[config.mk]
export PLATFORM = sky130hd
export DESIGN_NAME = control_unit_mc
export DESIGN_NICKNAME = d
export VERILOG_FILES = /design/src/rtl/control_unit_mc.sv
export SDC_FILE = /design/constraint.sdc
export NUM_CORES = 1
export LEC_CHECK = 0
export ABC_AREA = 1
export BUFFER_PORTS_ARGS = -buffer_cell sky130_fd_sc_hd__buf_4
export CORE_MARGIN = 2
export CORE_UTILIZATION = 53
export DETAILED_ROUTE_END_ITERATION = 10
export PLACE_DENSITY_LB_ADDON = 0.3
export REMOVE_ABC_BUFFERS = 1
export SKIP_LAST_GASP = 1
export SLEW_MARGIN = 10
export SYNTH_ARGS = -nofsm -noshare
export SYNTH_HDL_FRONTEND = slang
export SYNTH_SLANG_ARGS = --single-unit
[constraint.sdc]
create_clock -name clk -period 2.1 [get_ports clk]
set_input_delay 0.105 -clock clk [delete_from_list [all_inputs] [get_ports clk]]
set_output_delay 0.105 -clock clk [all_outputs]
set_load 0.05 [all_outputs]
[src/rtl/control_unit_mc.sv]
// Multi-cycle control FSM for the 16-bit core: fetch/decode/execute/memory/writeback
// sequencing with ROM/RAM ready handshakes, wait timeout, branch evaluation, HALT and TRAP.
module control_unit_mc #(
  parameter int INSTR_WIDTH  = 16,
  parameter int OPC_WIDTH    = 4,
  parameter int ALU_OP_WIDTH = 3,
  parameter int COND_WIDTH   = 3,
  parameter int WAIT_LIMIT   = 15,
  parameter logic [ALU_OP_WIDTH-1:0] ALU_ADD = '0
) (
  input  logic                    clk,
  input  logic                    resetn,
  input  logic [INSTR_WIDTH-1:0]  instr,
  input  logic [3:0]              flags,
  input  logic                    rom_ready,
  input  logic                    ram_ready,
  output logic                    rom_req,
  output logic                    ir_load,
  output logic                    pc_inc,
  output logic                    pc_load,
  output logic [1:0]              pc_src,
  output logic                    reg_write,
  output logic [1:0]              wb_src,
  output logic                    alu_src_imm,
  output logic [ALU_OP_WIDTH-1:0] alu_op,
  output logic                    flags_load,
  output logic                    ram_req,
  output logic                    ram_we,
  output logic                    halted,
  output logic                    trap,
  output logic [3:0]              state_o
);

  typedef enum logic [3:0] {
    S_FETCH  = 4'd0,
    S_DECODE = 4'd1,
    S_EXEC   = 4'd2,
    S_MEM    = 4'd3,
    S_WB     = 4'd4,
    S_HALT   = 4'd5,
    S_TRAP   = 4'd6
  } state_t;

  localparam logic [OPC_WIDTH-1:0] OP_NOP  = OPC_WIDTH'(0);
  localparam logic [OPC_WIDTH-1:0] OP_LI   = OPC_WIDTH'(1);
  localparam logic [OPC_WIDTH-1:0] OP_ADDI = OPC_WIDTH'(2);
  localparam logic [OPC_WIDTH-1:0] OP_LW   = OPC_WIDTH'(3);
  localparam logic [OPC_WIDTH-1:0] OP_SW   = OPC_WIDTH'(4);
  localparam logic [OPC_WIDTH-1:0] OP_ALU  = OPC_WIDTH'(5);
  localparam logic [OPC_WIDTH-1:0] OP_LINK = OPC_WIDTH'(6);
  localparam logic [OPC_WIDTH-1:0] OP_JMP  = OPC_WIDTH'(7);
  localparam logic [OPC_WIDTH-1:0] OP_JPR  = OPC_WIDTH'(8);
  localparam logic [OPC_WIDTH-1:0] OP_BRH  = OPC_WIDTH'(9);
  localparam logic [OPC_WIDTH-1:0] OP_HALT = OPC_WIDTH'(15);

  localparam int CW  = (WAIT_LIMIT < 2) ? 1 : $clog2(WAIT_LIMIT + 1);
  localparam int LIM = (WAIT_LIMIT == 0) ? 0 : WAIT_LIMIT - 1;
  localparam logic [CW-1:0] LIM_M1 = CW'(LIM);

  state_t                  state, state_n;
  logic [CW-1:0]           wait_cnt;
  logic [OPC_WIDTH-1:0]    op_q;
  logic [ALU_OP_WIDTH-1:0] func_q;
  logic [COND_WIDTH-1:0]   cond_q;
  logic [OPC_WIDTH-1:0]    op_d;
  logic                    ready_cur;
  logic                    timeout;
  logic                    take;
  logic [2:0]              cond3;
  logic                    fn, fz, fc, fv;

  assign op_d      = instr[INSTR_WIDTH-1 -: OPC_WIDTH];
  assign ready_cur = (state == S_MEM) ? ram_ready : rom_ready;
  // Timeout fires on the cycle the count would reach the limit, so a ready in that cycle still wins.
  assign timeout   = (WAIT_LIMIT != 0) && !ready_cur && (wait_cnt == LIM_M1);
  assign {fn, fz, fc, fv} = flags;
  assign cond3     = 3'(cond_q);
  assign state_o   = state;

  always_ff @(posedge clk) begin
    if (!resetn) state <= S_FETCH;
    else         state <= state_n;
  end

  always_ff @(posedge clk) begin
    if (!resetn)
      wait_cnt <= '0;
    else if (state_n != state)
      wait_cnt <= '0;
    else if ((state == S_FETCH || state == S_MEM) && !ready_cur)
      wait_cnt <= wait_cnt + 1'b1;
  end

  always_ff @(posedge clk) begin
    if (!resetn) begin
      op_q   <= '0;
      func_q <= '0;
      cond_q <= '0;
    end else if (state == S_DECODE) begin
      op_q   <= op_d;
      func_q <= instr[ALU_OP_WIDTH-1:0];
      cond_q <= instr[INSTR_WIDTH-OPC_WIDTH-1 -: COND_WIDTH];
    end
  end

  always_comb begin
    take = 1'b0;
    case (cond3)
      3'd0: take = fz;
      3'd1: take = !fz;
      3'd2: take = fn ^ fv;
      3'd3: take = !(fn ^ fv);
      3'd4: take = fc;
      3'd5: take = !fc;
      3'd6: take = 1'b1;
      default: take = 1'b0;
    endcase
  end

  always_comb begin
    state_n = state;
    case (state)
      S_FETCH:
        if (rom_ready)    state_n = S_DECODE;
        else if (timeout) state_n = S_TRAP;
      S_DECODE:
        case (op_d)
          OP_NOP, OP_LINK, OP_JMP, OP_JPR, OP_BRH,
          OP_ADDI, OP_LW, OP_SW, OP_ALU: state_n = S_EXEC;
          OP_LI:                         state_n = S_WB;
          OP_HALT:                       state_n = S_HALT;
          default:                       state_n = S_TRAP;
        endcase
      S_EXEC:
        case (op_q)
          OP_ADDI, OP_ALU: state_n = S_WB;
          OP_LW, OP_SW:    state_n = S_MEM;
          default:         state_n = S_FETCH;
        endcase
      S_MEM:
        if (ram_ready)    state_n = (op_q == OP_LW) ? S_WB : S_FETCH;
        else if (timeout) state_n = S_TRAP;
      S_WB:    state_n = S_FETCH;
      S_HALT:  state_n = S_HALT;
      S_TRAP:  state_n = S_TRAP;
      default: state_n = S_TRAP;
    endcase
  end

  always_comb begin
    rom_req     = 1'b0;
    ir_load     = 1'b0;
    pc_inc      = 1'b0;
    pc_load     = 1'b0;
    pc_src      = 2'd0;
    reg_write   = 1'b0;
    wb_src      = 2'd0;
    alu_src_imm = 1'b0;
    alu_op      = ALU_ADD;
    flags_load  = 1'b0;
    ram_req     = 1'b0;
    ram_we      = 1'b0;
    halted      = 1'b0;
    trap        = 1'b0;
    case (state)
      S_FETCH: begin
        rom_req = 1'b1;
        ir_load = rom_ready;
        pc_inc  = rom_ready;
      end
      S_EXEC:
        case (op_q)
          OP_ADDI: begin
            alu_src_imm = 1'b1;
            flags_load  = 1'b1;
          end
          OP_ALU: begin
            alu_op     = func_q;
            flags_load = 1'b1;
          end
          OP_LW, OP_SW: alu_src_imm = 1'b1;
          OP_LINK: begin
            reg_write = 1'b1;
            wb_src    = 2'd3;
          end
          OP_JMP: begin
            pc_load = 1'b1;
            pc_src  = 2'd0;
          end
          OP_JPR: begin
            pc_load = 1'b1;
            pc_src  = 2'd1;
          end
          OP_BRH: begin
            pc_load = take;
            pc_src  = take ? 2'd2 : 2'd0;
          end
          default: ;
        endcase
      S_MEM: begin
        ram_req = 1'b1;
        ram_we  = (op_q == OP_SW);
      end
      S_WB: begin
        reg_write = 1'b1;
        wb_src    = (op_q == OP_LI) ? 2'd1 : (op_q == OP_LW) ? 2'd2 : 2'd0;
      end
      S_HALT:  halted = 1'b1;
      S_TRAP:  trap   = 1'b1;
      default: ;
    endcase
  end

endmodule

======== After elaboration in Yosys (flattened, before gate mapping) ========
Memory sizes are Yosys's and may differ from the RTL's.
Index checks and enable logic that the tools add are counted.
cells by class
  add/sub/neg operators ................... 1
  equality and inequality tests ........... 23
  multiplexer cells ....................... 31
  bitwise gates (word level) .............. 2
  reduce and logical (&&, ||, !) cells .... 14
operators with widths
  kind                                                                    count
  4-bit by 3-bit equality test with 1-bit output (second input constant)  7
  4-bit one-hot mux with 6 select lines                                   1
  4-bit by 2-bit equality test with 1-bit output (second input constant)  4
  1-bit two-way mux                                                       13
  4-bit equality test (second input constant)                             3
  4-bit two-way mux                                                       3
  2-bit two-way mux                                                       5
  3-bit equality test (second input constant)                             3
  3-bit two-way mux                                                       3
  4-bit by 1-bit equality test with 1-bit output (second input constant)  2
  2-bit one-hot mux with 2 select lines                                   2
  2-bit OR reduction                                                      4
  1-bit one-hot mux with 7 select lines                                   1
  3-bit by 2-bit equality test with 1-bit output (second input constant)  2
  3-bit one-hot mux with 2 select lines                                   1
  4-bit by 1-bit adder with 4-bit output (second input constant)          1
  1-bit zero test                                                         4
  4-bit zero test                                                         1
  4-bit != test                                                           1
  1-bit one-hot mux with 2 select lines                                   2
  3-bit by 1-bit equality test with 1-bit output (second input constant)  1
  3-bit zero test                                                         1
  3-bit OR reduction                                                      1
  1-bit logical AND                                                       2
  other kinds (3)                                                         3
storage, ports and cells
  register bits after elaboration ......... 18
  ROM bits ................................ 48
  input bits .............................. 24
  word-level logic and storage cells ...... 77
  memories ................................ 1
memory list
  memory           depth  width  rd ports  clocked after Yosys merged registers in  wr ports  RTL line  RTL
  (no name shown)  16     3      1         0                                        0         127       case (op_d)

======== Depth between registers and ports, before layout ========
Gate-level depths: netlist of the first run.
  word-level depth ........................ 9
  depth in mapped cells ................... 13
  gate-level depth less buffers ........... 13

======== Least setup slack after synthesis of the first run ========
No wires, ideal clock.
  path type ............................... register to output
  start ................................... reg state[1], in the netlist state_o[1]
  end ..................................... out pc_src[0]
  arrival time ............................ 2.412 ns
  path slack .............................. -0.417 ns
  stages on the path, launching flop included .. 4
  path buffers ............................ 1
  path through ............................ dfxtp_1 -> buf_6 -> nand3_4 -> nor4_1
on the way
  word-level cells in the longest chain between the ends .. 2
RTL lines
  item                                            RTL line  RTL
  from (decl)                                     60        state_t state, state_n;
  from (signal assigned)                          82        else state <= state_n;
  4-bit by 2-bit equality test with 1-bit output  165       case (state)
  2-bit two-way mux                               165
  to (decl)                                       21        output logic [1:0] pc_src,
No other way between the ends.

======== Worst setup path in the final report of the first run ========
  start ................................... reg state[1], in the netlist state_o[1]
  end ..................................... out alu_op[0]
on the way
  word-level cells in the longest chain between the ends .. 2
RTL lines
  item                                            RTL line  RTL
  4-bit by 2-bit equality test with 1-bit output  165
  3-bit two-way mux                               165
  to (decl)                                       25        output logic [ALU_OP_WIDTH-1:0] alu_op,
No other way between the ends.

==> results of run 1 <==
[cell type report]
type | instances | area, µm²
clock buffers | 4 | 36.3
fillers | 223 | 627
inverters | 32 | 123
multi-input cells | 144 | 752
flip-flops and latches | 18 | 360
well taps | 28 | 35.0
repair buffers | 40 | 300
[cell usage after synthesis]
cell type and count:
nor2_4 4, ha_1 2, nand2_2 4, o211ai_1 1
inv_4 1, nand2_1 39, o211ai_2 1, a21oi_1 16
nand3b_1 1, dfxtp_1 18, o21ai_0 15, nand3_2 1
conb_1 1, inv_1 27, nor3_1 2, nor2_1 28
o21ai_2 1, nor4_1 2, clkbuf_1 1, xnor2_1 3
nor2_2 2, inv_2 4, nand3_1 14, buf_4 1
nand4_1 2, mux2i_1 1, buf_6 1, nand3_4 1
xor2_1 2, nand2_4 1
[per-layer routing]
| metal | part of all wire | wire (µm) |
|---|---|---|
| met1 | 0.45 | 1250 |
| met2 | 0.48 | 1320 |
| met3 | 0.050 | 137 |
| met4 | 0.016 | 43 |
| met5 | 0 | 0 |
[worst reg2reg max path, delay by kind of cell, from the launching register on]
| family | cells | cell delay [ns] |
|---|---|---|
| AO/OA/AOI/OAI | 1 | 0.09 |
| flip-flops | 1 | 0.61 |
| buffers and inverters | 1 | 0.09 |
| AND/OR/NAND/NOR | 10 | 0.85 |
[power groups by stage]
stage | sequential [mW] | combinational [mW] | clock (mW)
4_1_cts | 0.365 | 0.172 | 0.216
5_1_grt | 0.367 | 0.191 | 0.223
6_report | 0.365 | 0.171 | 0.213
2_1_floorplan | 0.386 | 0.0967 | 0
3_3_place_gp | 0.372 | 0.169 | 0
3_5_place_dp | 0.373 | 0.171 | 0
[flip-flops by register name (all words and copies together) (netlist names)]
register and count:
state_o 4, op_q 4, wait_cnt 4, func_q 3
cond3 3
[final timing paths]
kind                     startpoint                       end  slack [ns]  cells after the start
max reg2reg   state_o[1]$_SDFF_PN0_  wait_cnt[0]$_SDFFE_PP0P_        0.41                     12
max           state_o[1]$_SDFF_PN0_                 alu_op[0]        0.32                      5
min                       instr[11]     cond3[2]$_SDFFE_PN0P_        0.06                      3
min reg2reg  func_q[2]$_SDFFE_PN0P_    func_q[2]$_SDFFE_PN0P_        0.46                      2
[kinds of logic (layout without fill, tap and decap cells)]
group / after synthesis / count (layout)
and+or+nand+nor: 101 / 101
xor gates and xnor gates: 5 / 5
muxes: 1 / 1
AOI/OAI and AO/OA: 34 / 34
other: 1 / 1
buffers and inverters: 35 / 76
adders and majority gates: 2 / 2
DFF: 18 / 18
==> metrics.yaml, run 1 <==
status:
  outcome: "complete, no violations"
logic_synthesis:
  synth_seq_cells: 18
  yosys.area.top_type: "dfxtp_1"
  synthSimpleGateAreaFrac: 0.386
  syn_inst: 197
  yosys.cell_types.count: 30
  synthMuxAreaShare: 0.00796
  syn_area_mm2: 0.00126
  yosys_warnings: 0
  synth_compound_area_frac: 0.146
  netlist.area_leader.share: 0.287
  synth.area.top_cells: "dfxtp_1 (29%), nand2_1 (12%), nor2_1 (8.4%), inv_1 (8.1%), a21oi_1 (6.4%)"
  synth_fa_ha_area_frac: 0.0199
  synth_xor_area_frac: 0.0348
  yosysSeqAreaShare: 0.287
  syn_avg_cell_area_um2: 6.38
  synth_top_family_by_area: "simple AND/OR/NAND/NOR gates"
power:
  pwr-share-seq: 0.487
  clkPwrFrac: 0.285
  power_per_cell_area_mw_per_mm2: 466
  power_mw: 0.749
  comb_power_share: 0.228
  leakage_nw: 0.796
  p_sw_frac: 0.307
  power.net_switching_mw: 0.230
  p_int_mw: 0.519
  peakVddDrop_uv: 506
drt:
  wl_um: 2740
  route.detailed.drc: 0
  viasPerCell: 5.01
  via_count: 1332
  ant_nets: 0
  drt-pass1-iter-count: 4
  drt-initial-drc-count: 10
  routedWlPerCell_um: 10.3
clock_network:
  clk_pin_slew_ns: 0.10
  cts_num_sinks: 18
  cts_tree: "done"
  cts_buffer_depth: 2
  clockRootBuffer: "clkbuf_4"
  postCtsHoldBufs: 0
  post_cts_resized: 0
  htreeDepth: 1
  cts_setup_buffers: 0
  cts_inserted_buffers: 3
  clk_latency_ns: 0.30
timing:
  timing.final.crit_share: 0.848
  whs_ns: 0.0570
  max_freq_ghz: 0.561
  layout_setup_ws_ns: 0.318
  skew_ns: 0.00264
  rsz0062_at_grt: "false"
  finalSetupViolations: 0
  fin_tns_setup_ns: 0
  slew_violations: 0
  hold_viol: 0
  finalCriticalPeriod_ns: 1.78
placed_design:
  place_ws_ns: 0.424
  dpl.hpwl_um: 2280
  gp_congestion: 0.849
  place_area_mm2: 0.00157
  placed_cells_incl_taps: 262
  io_buffers: 39
run:
  max-cap-violations: 0
global_route:
  met3_usage: 0.0229
  met2_usage: 0.410
  gr-usage-met1: 0.261
  antenna_found_initial: 0
  grt.overflow.total: 0
  grt_pass1_wl_um: 4610
  grt_usage: 0.224
  grt_busiest_layer: "met2"
  grt_max_degree: 18
  grt_pass1_vias: 1177
layout:
  synthToLayoutAreaGrowth_pct: 27.8
  utilization: 0.719
  final_nets: 265
  num_antenna_cells: 0
  mostFrequentLayoutCells: "buf_4 (40), nand2_1 (39), nor2_1 (28)"
  finish.instance_area_mm2: 0.00161
  final_common_cell: "buf_4"
  final_cells: 266
  drive_gt1_frac: 0.269
worst_setup_path:
  worstPathRequired_ns: 2.00
  path_buf_inv: 2
  cp-start-kind: "flip-flop"
  crit_chain: "nand3_4, inv_4, nand3_1, nor2_1, buf_4"
  crit_family: "flip-flops"
  arrival_ns: 1.68
  critPathMaxFanout: 9
  cp_slowest_cell: "dfxtp_1"
  slowest_delay_ns: 0.61
  worst-setup-path-type: "flip-flop to primary output"
  cp-end-kind: "primary output"
worst_hold_path:
  hp-class: "input pin to flip-flop"
floorplanning:
  row_count: 17
  fp.dieH_um: 52.7
  die_w_um: 52.7
  coreArea_mm2: 0.00223
  pin_count: 46
  initial_utilization: 0.563
  dieArea_mm2: 0.00278
No activity file was read; power rests on OpenSTA's default activity.
==> run 2: changes to the inputs <==
CORE_UTILIZATION = 49   (was 53)
clock period = 1.65 ns   (was 2.1 ns; I/O delays follow)
==> run 2 against run 1 <==
Effect of this change:
- highest routed layer unchanged
- non-clock buffer count grew 6
- flip-flop and latch count is the same
- critical path type unchanged
- worst setup slack worse by 0.29 ns
==> metrics.yaml, run 2 (synthesized netlist as in run 1, its figures left out) <==
global_route:
  grt.overflow.total: 0  # unchanged
  grt_usage: 0.221  # -0.00300
  grt_pass1_vias: 1173  # -0.34%
  antenna_found_initial: 0  # unchanged
  grt_max_degree: 18  # unchanged
  grt_pass1_wl_um: 4840  # +4.9%
timing:
  slew_violations: 0  # unchanged
  rsz0062_at_grt: "true"
  timing.final.crit_share: 0.984
  layout_setup_ws_ns: 0.0262  # -0.292 ns
  finalSetupViolations: 0  # unchanged
  fin_tns_setup_ns: 0  # unchanged
  skew_ns: 0.00230  # -0.000345 ns
  finalCriticalPeriod_ns: 1.62
  hold_viol: 0  # unchanged
  max_freq_ghz: 0.616
  whs_ns: 0.0223  # -0.0347 ns
clock_network:
  clockRootBuffer: "clkbuf_4"
  cts_num_sinks: 18  # unchanged
  clk_pin_slew_ns: 0.11  # about the same
  cts_buffer_depth: 2  # unchanged
  htreeDepth: 1  # unchanged
  cts_tree: "done"
  clk_latency_ns: 0.30  # about the same
  cts_inserted_buffers: 3  # unchanged
worst_setup_path:
  cp-end-kind: "primary output"
  worst_setup_path_endpoint: "pc_load"
  reg2reg_slack_ns: 0.10  # -0.31 ns
  worstReg2RegEnd: "wait_cnt[0]$_SDFFE_PP0P_"
  r2r.worst_path.cells: 12  # unchanged
  arrival_ns: 1.54  # -0.14 ns
  reg2reg_from: "state_o[2]$_SDFF_PN0_"
  critPathMaxFanout: 5  # -4
  worst-setup-path-type: "flip-flop to primary output"
  cp-start-kind: "flip-flop"
  worstPathRequired_ns: 1.57  # -0.43 ns
  startpoint: "cond3[1]$_SDFFE_PN0P_"
drt:
  wl_um: 3100  # +13%
  drt-pass1-iter-count: 4  # unchanged
  drt-initial-drc-count: 26  # +16
  ant_nets: 0  # unchanged
  drt-met1-wl_um: 1420  # +14%
  routedWlPerCell_um: 11.3  # +9.5%
  route.detailed.drc: 0  # unchanged
  viasPerCell: 4.96  # -1.0%
  route.met2.wl_um: 1500  # +14%
  wl_met3_um: 135  # -1.5%
  via_count: 1358  # +2.0%
  top_layer_used: "met4"
floorplanning:
  dieArea_mm2: 0.00299  # +7.5%
  die_w_um: 54.7  # +3.7%
  fp.dieH_um: 54.7  # +3.7%
  row_count: 18  # +1
  initial_utilization: 0.512  # -0.0508
  coreArea_mm2: 0.00245  # +9.9%
  pin_count: 46  # unchanged
layout:
  synthToLayoutAreaGrowth_pct: 40.5
  num_antenna_cells: 0  # unchanged
  multi_input_area_um2: 827  # +10%
  ff_latch_area_um2: 379  # +5.2%
  final_common_cell: "buf_4"
  fillers: 210  # -5.8%
  mostFrequentLayoutCells: "buf_4 (41), nand2_1 (38), inv_1 (26)"
  final_nets: 271  # +2.3%
  drive_gt1_frac: 0.393  # +0.125
placed_design:
  gp_congestion: 0.892  # +5.1%
  io_buffers: 39  # unchanged
  dpl.hpwl_um: 2360  # +3.4%
  place_ws_ns: -0.00900  # -0.433 ns
power:
  power_per_cell_area_mw_per_mm2: 559  # +20%
  peakVddDrop_uv: 563  # +11%
  leakage_nw: 0.840  # +5.5%
status:
  outcome: "complete, no violations"
worst_hold_path:
  hp-class: "input pin to flip-flop"
run:
  max-cap-violations: 0  # unchanged
## run 2: changes by cell type in the layout (fill, tap and decap cells not counted), moves of 2 or more
cell,change
nor2_2,+8
buf_6,+5
nand3_1,-3
nand3_2,+2
nor2_4,+2
dfxtp_4,+3
dfxtp_2,+6
nor2_1,-10
o21ai_1,+2
dfxtp_1,-9
o21ai_0,-3
## run 2: how the worst min path moves through the flow
| stage | from | endpoint | slack, ns | cells after the start |
|---|---|---|---|---|
| 2_1_floorplan | resetn | cond3[1]$_SDFFE_PN0P_ | 0.22 | 2 |
| 3_3_place_gp | instr[11] | cond3[2]$_SDFFE_PN0P_ | 0.34 | 3 |
| 3_5_place_dp | instr[10] | cond3[1]$_SDFFE_PN0P_ | 0.35 | 3 |
| 4_1_cts | instr[10] | cond3[1]$_SDFFE_PN0P_ | 0.03 | 3 |
| 5_1_grt | instr[15] | op_q[3]$_SDFFE_PN0P_ | 0.05 | 3 |
| 6_report | instr[10] | cond3[1]$_SDFFE_PN0P_ | 0.02 | 3 |
## run 2: layout make-up
cell class              count  area share
multi-input cells         144       0.468
flip-flops and latches     18       0.215
repair buffers             46       0.206
inverters                  32      0.0694
well taps                  30      0.0212
clock buffers               4      0.0205
## run 2: through the flow
stage	total power, mW	cells	area [µm²]	util
CTS	0.975	272	1650	0.672
global route	1.03	274	1770	0.720
global placement	0.693	266	1590	0.647
floorplan	0.615	194	1230	-
finish	0.988	274	1770	0.720
detailed placement	0.696	266	1590	0.647
## run 2: timing repair
item,CTS,global route
pin swaps,1,9
hold buffers,0,0
gates cloned,0,0
buffers inserted,2,2
gates resized for setup,6,35
setup endpoints to repair,11,12
## run 2: power by group
part	switching, mW	total [mW]	internal (mW)
sequential	0.0187	0.463	0.444
combinational	0.150	0.245	0.0946
clock	0.146	0.281	0.135
total	0.315	0.988	0.674
## run 2: critical path: stages, from the launching register on
cell and delay [ns]:
dfxtp_4 0.38, nor2_2 0.12, xor2_1 0.14, nand2_1 0.05, o21ai_0 0.07, o21ai_1 0.10, a21oi_1 0.15, buf_4 0.21
## run 2: layer usage
layer / up-vias / GRT usage
li1: 717 / -
met1: 603 / 0.273
met2: 33 / 0.387
met3: 5 / 0.0246
met4: 0 / 0.0875
met5: - / 0
